===== src/rtl/bitty_pkg.sv =====
// bitty_pkg: shared fetch-state encoding and default widths for the bitty fetch path
package bitty_pkg;
    localparam int BITTY_INST_W = 16;
    localparam int BITTY_ADDR_W = 8;
    typedef enum logic [1:0] {
        IDLE  = 2'd0,
        FETCH = 2'd1,
        WAIT  = 2'd2,
        ISSUE = 2'd3
    } fetch_state_t;
endpackage


===== src/rtl/bitty_pc.sv =====
// bitty_pc: program counter with async active-low clear, enable and increment/load select
module bitty_pc
    import bitty_pkg::*;
#(
    parameter int ADDR_W = BITTY_ADDR_W
) (
    input  logic              clk,
    input  logic              reset,
    input  logic              en,
    input  logic              load,
    input  logic [ADDR_W-1:0] load_val,
    output logic [ADDR_W-1:0] pc
);
    // increment wraps modulo 2**ADDR_W through natural truncation
    always_ff @(posedge clk or negedge reset) begin
        if (!reset) pc <= '0;
        else if (en) pc <= load ? load_val : pc + 1'b1;
    end
endmodule


===== src/rtl/bitty_fetch_unit.sv =====
// bitty_fetch_unit: PC + sync-memory fetch, holds instruction until done
// optional branch load on done enabled by macro BITTY_FETCH_BRANCH_EN
module bitty_fetch_unit
    import bitty_pkg::*;
#(
    parameter int ADDR_W = BITTY_ADDR_W,
    parameter int INST_W = BITTY_INST_W
) (
    input  logic              clk,
    input  logic              reset,
    input  logic              run,
    output logic              mem_rd_en,
    output logic [ADDR_W-1:0] mem_addr,
    input  logic [INST_W-1:0] mem_rdata,
    output logic [INST_W-1:0] instruction,
    output logic              inst_valid,
    input  logic              done,
    input  logic              branch_taken,
    input  logic [ADDR_W-1:0] branch_target,
    output logic [ADDR_W-1:0] pc
);
    fetch_state_t state;
    logic advance;
    logic do_branch;
    assign advance  = (state == ISSUE) && done;
    assign mem_addr = pc;
`ifdef BITTY_FETCH_BRANCH_EN
    assign do_branch = branch_taken;
`else
    logic unused_branch;
    assign do_branch     = 1'b0;
    assign unused_branch = branch_taken;
`endif
    bitty_pc #(.ADDR_W(ADDR_W)) u_pc (
        .clk      (clk),
        .reset    (reset),
        .en       (advance),
        .load     (do_branch),
        .load_val (branch_target),
        .pc       (pc)
    );
    // mem_rd_en is registered so it is high exactly for the one FETCH cycle
    always_ff @(posedge clk or negedge reset) begin
        if (!reset) begin
            state       <= IDLE;
            mem_rd_en   <= 1'b0;
            instruction <= '0;
            inst_valid  <= 1'b0;
        end else begin
            case (state)
                IDLE: if (run) begin
                    state     <= FETCH;
                    mem_rd_en <= 1'b1;
                end
                FETCH: begin
                    state     <= WAIT;
                    mem_rd_en <= 1'b0;
                end
                WAIT: begin
                    state       <= ISSUE;
                    instruction <= mem_rdata;
                    inst_valid  <= 1'b1;
                end
                ISSUE: if (done) begin
                    state      <= run ? FETCH : IDLE;
                    mem_rd_en  <= run;
                    inst_valid <= 1'b0;
                end
                default: state <= IDLE;
            endcase
        end
    end
endmodule

===== config.mk =====
export PLATFORM = sky130hd
export DESIGN_NAME = bitty_fetch_unit
export DESIGN_NICKNAME = d
export VERILOG_FILES = /design/src/rtl/bitty_pkg.sv /design/src/rtl/bitty_pc.sv /design/src/rtl/bitty_fetch_unit.sv
export SDC_FILE = /design/constraint.sdc
export NUM_CORES = 1
export LEC_CHECK = 0
export CORE_AREA = 2 2 69 71
export CTS_CLUSTER_DIAMETER = 30
export DETAILED_ROUTE_END_ITERATION = 8
export DIE_AREA = 0 0 71 73
export SETUP_SLACK_MARGIN = 0.05
export SLEW_MARGIN = 20
export SYNTH_ARGS = -nofsm -noshare
export SYNTH_HDL_FRONTEND = slang
export SYNTH_SLANG_ARGS = --single-unit

===== constraint.sdc =====
create_clock -name clk -period 2.1 [get_ports clk]
set_clock_uncertainty 0.05 [all_clocks]
set_input_delay 0.42 -clock clk [delete_from_list [all_inputs] [get_ports clk]]
set_output_delay 0.42 -clock clk [all_outputs]
set_load 0.1 [all_outputs]

; Word level (Yosys, flattened, before mapping)
; Index checks and enable logic that the tools add are counted.
[word_totals]
register_bits = 28
latchBits = 0
ramBits = 0
rom_bits = 0
output_inout_bits = 34
elab_cells = 27
mem_count = 0
[op_classes]
n_addsub = 1
multipliers = 0
n_div = 0
order_cmp = 0
n_eq_ne = 5
shift = 0
muxes = 9
n_bitwise = 0
reduce_logical = 7
[ops]
columns = cell, n
row1 = $add A8 B1 Y8 const B, 1
row2 = $pmux W2 S4, 1
row3 = $eq A2 B2 Y1 const B, 2
row4 = $mux W1, 4
row5 = $mux W2, 2
row6 = $ne A2 B2 Y1 const B, 2
row7 = $reduce_and A2 Y1, 2
row8 = $pmux W1 S3, 1
row9 = $reduce_and A3 Y1, 1
row10 = $reduce_bool A3 Y1, 1
row11 = $eq A2 B1 Y1 const B, 1
row12 = $logic_not A2 Y1, 1
row13 = $pmux W1 S2, 1
row14 = $reduce_bool A2 Y1, 1
row15 = $logic_and A1 B1 Y1, 1

; Longest topological paths before layout
[logic_depth]
word_depth = 3
ltp_mapped = 6

; Modules after synthesis
; Synthesis repeated with hierarchy kept, for this count alone.
[unflattened]
cells_unflattened = 124
hier_area_um2 = 1448.9
[modules_own_cells]
columns = mod, n_inst, cells_per_inst, area_per_inst_um2, seq_area_each_um2
row1 = bitty_fetch_unit, 1, 67, 924.6, 500.5
row2 = bitty_pc, 1, 57, 524.3, 200.2

; Least setup slack after synthesis
; No wires, ideal clock.
[synth_timing]
path_type = reg-to-reg
startpoint = register u_pc.pc[0]
endpoint = register u_pc.pc[6]
setup_ns = 0.163
t_arrival_ns = 1.679
required_ns = 1.887
setup_slack_ns = 0.208
path_stages_with_launch = 5
n_path_buf = 0
synth_period_minus_slack_ns = 1.892
cell_sequence = dfrtp_1 -> ha_1 -> nand3_1 -> nor3_1 -> xor2_1
[synth_via]
elab_chain_len = 1
[synth_rtl]
columns = element, line_no
row1 = start: declaration, bitty_pc.sv:12  ; output logic [ADDR_W-1:0] pc
row2 = start signal: assignment, bitty_pc.sv:17  ; else if (en) pc <= load ? load_val : pc + 1'b1;
row3 = $add A8 B1 Y8, bitty_pc.sv:17
; Every way passes these cells.
; A chain may end at the register's enable or synchronous reset.

; Worst setup path after layout
[layout_timing]
startpoint = register state[0]
endpoint = register instruction[11]
[layout_via]
elab_chain_len = 1
[layout_rtl]
columns = element, line_no
row1 = start: declaration, bitty_fetch_unit.sv:22  ; fetch_state_t state;
row2 = start signal: assignment, bitty_fetch_unit.sv:65  ; state <= run ? FETCH : IDLE;
row3 = $eq A2 B2 Y1, bitty_fetch_unit.sv:50  ; case (state)
row4 = end signal: assignment, bitty_fetch_unit.sv:61  ; instruction <= mem_rdata;
row5 = end: declaration, bitty_fetch_unit.sv:15  ; output logic [INST_W-1:0] instruction,
; Every way passes these cells.

==> summary.txt <==
Status
  • Status: complete, no violations

Yosys
  • Synth Net Count: 129
  • Seq cells post-synth: 28
  • Post-Syn Instances: 95
  • Largest cells by area after synthesis: dfrtp_1 (55%), mux2_2 (16%), buf_4 (5.3%), ha_1 (4.9%), xor2_1 (3.4%)
  • Synth warnings: 0
  • Share of the synthesized area in the top cell type: 54.9%
  • Mapped cell area: 0.00128 mm^2
  • Post-synth top area cell: dfrtp_1
  • Sequential element share of the synthesized area: 54.9%
  • Post-synthesis area per instance: 13.4 um^2
  • Unique masters post-synth: 23

CTS
  • CTS Sinks: 28
  • CTS Buf Count: 3
  • H-Tree Depth: 1
  • Hold-fix buffers, CTS: 0
  • CTS tree: done
  • Clk Tree Root Cell: clkbuf_8
  • Clk Latency, worst-skew pair: 270 ps
  • Postcts setup bufs: 0
  • PostCTS Resize Cnt: 0
  • Clk slew on worst S/H paths: 100 ps
  • CTS Buffer Depth: 2

STA
  • Slew margin rel.: 41.8%
  • Final Cycle Share: 90.4%
  • Setup violations, final: 0
  • Unrepaired setup endpoints after global routing: no
  • Min Hold Slack: 455 ps
  • Min cycle time layout: 1900 ps
  • Worst Tran Pin Value: 873 ps
  • TNS Setup: 0 ps
  • Fin. Hold Viols: 0
  • Peak Freq: 527 MHz
  • Pins Over Slew Limit: 0

Final layout
  • Antenna fix cells: 0
  • Final instance area: 0.00179 mm^2
  • Layout cells sized above 1: 43.7%
  • NumNets Final: 177
  • Commonest non-fill, non-tap cells in the layout: buf_4 (35), dfrtp_1 (28), clkdlybuf4s50_1 (19), mux2_2 (18)
  • Synthesis-to-layout area growth: 40.3%
  • Commonest non-fill, non-tap cell in the layout: buf_4

Critical path
  • CP Buf/Inv Count: 1
  • Setup CP Type: register to register
  • Data arrival, critical path: 2000 ps
  • Setup crit start kind: register
  • Critical-path maximum fanout: 18
  • Cells along the critical path: inv_1 > ha_1 > mux2_2
  • Critical Path Max Stage Delay: 750 ps
  • Delay-heaviest family, CP: adder cells
  • Slowest library cell on the worst path: ha_1
  • Worst Setup End Kind: register
  • Worst EP required: 2210 ps

Floorplanning
  • Chip Height: 73 um
  • Die W: 71 um
  • I/O Pins: 63
  • Effective utilization at floorplan: 28.1%
  • Die area: 0.00518 mm^2
  • Rows: 25
  • Core region area: 0.00454 mm^2

Placed design
  • PortBufs: 53
  • DP Area: 0.00172 mm^2
  • Final GP Congestion: 0.753
  • HPWL Detailed: 1830 um

Route
  • TritonRoute pass-1 iters: 2
  • Via count: 850
  • Post-DR wirelength/cell: 12.4 um
  • Vias/cell: 4.34
  • DRC viols: 0
  • Detailed router's first-iteration violation count: 20
  • Routed wire length: 2430 um
  • Final ANT Viol Nets: 0

Global routing
  • Global-route total usage across every layer: 9.44%
  • Antenna violations before repair: 0
  • First-pass GRT wire length: 3880 um
  • GRT overflow: 0
  • Pin count of the biggest net entering global routing: 29
  • Number of global-route vias before repair: 835

Min path
  • Worst min path class: input port to asynchronous set/reset pin

Run
  • Max-cap violations: 0
cell type report:
cell class / instances / area, um^2
inverters: 4 / 15.0
multi-input cells: 52 / 483
clock buffers: 3 / 41.3
flip-flops and latches: 28 / 701
repair buffers: 54 / 453
clock inverters: 1 / 30.0
well taps: 54 / 67.6
fillers: 433 / 2750
worst paths after layout:
| kind | from | endpoint | slack (ps) | depth (start not counted) |
|---|---|---|---|---|
| min in group clk | u_pc.pc[7] | u_pc.pc[7] | 460 | 1 |
| max in group asynchronous | reset | instruction[0] | 1260 | 2 |
| min | reset | u_pc.pc[7] | 460 | 2 |
| min reg2reg | u_pc.pc[7] | u_pc.pc[7] | 460 | 1 |
| max | state[0] | instruction[11] | 200 | 3 |
| max reg2reg | state[0] | instruction[11] | 200 | 3 |
worst register-to-register path, stage by stage (launching register included):
cell	delay, ps
dfrtp_1	430
inv_1	130
ha_1	750
mux2_2	420
state kept, by name, summed over array words and instances (netlist names):
signal,count
inst_valid,1
instruction,16
mem_rd_en,1
state,2
u_pc.pc,8
cell usage after synthesis, drive strengths merged:
library cell,n
xor2,5
nand2,5
o2bb2ai,1
nor3,2
nand3,3
ha,5
nor2,3
inv,4
buf,11
o211ai,1
mux2,19
nor4,1
a22oi,1
a221oi,1
a22o,1
xnor2,2
dfrtp,28
o21ai,1
a21oi,1
kinds of logic (layout without fill, tap and decap cells):
kind of cell | count (synthesis) | after routing | synth area share, %
xor gates and xnor gates | 7 | 7 | 4.80
adders and majority gates | 5 | 5 | 4.90
AOI/OAI and AO/OA | 7 | 7 | 4.51
muxes | 19 | 19 | 17.1
buffers and inverters | 15 | 62 | 7.25
and+or+nand+nor | 14 | 14 | 6.57
DFF | 28 | 28 | 54.9
layer usage:
metal	global-route usage, %	routed length (um)
met1	11.7	1040
met2	16.4	1220
met3	1.52	142
met4	3.77	23
met5	0	0
per-stage QoR:
stage | utilization [%] | setup slack, ps | std cells
3_5_place_dp | 37.9 | 206 | 192
3_3_place_gp | 37.9 | 223 | 192
6_report | 39.5 | 201 | 196
4_1_cts | 39.5 | 178 | 196
2_1_floorplan | - | 208 | 95
5_1_grt | 39.5 | 102 | 196
Power is left out: the tool's default activity adds up to more than one toggle a clock period on the data nets, which glitch-free logic cannot reach.
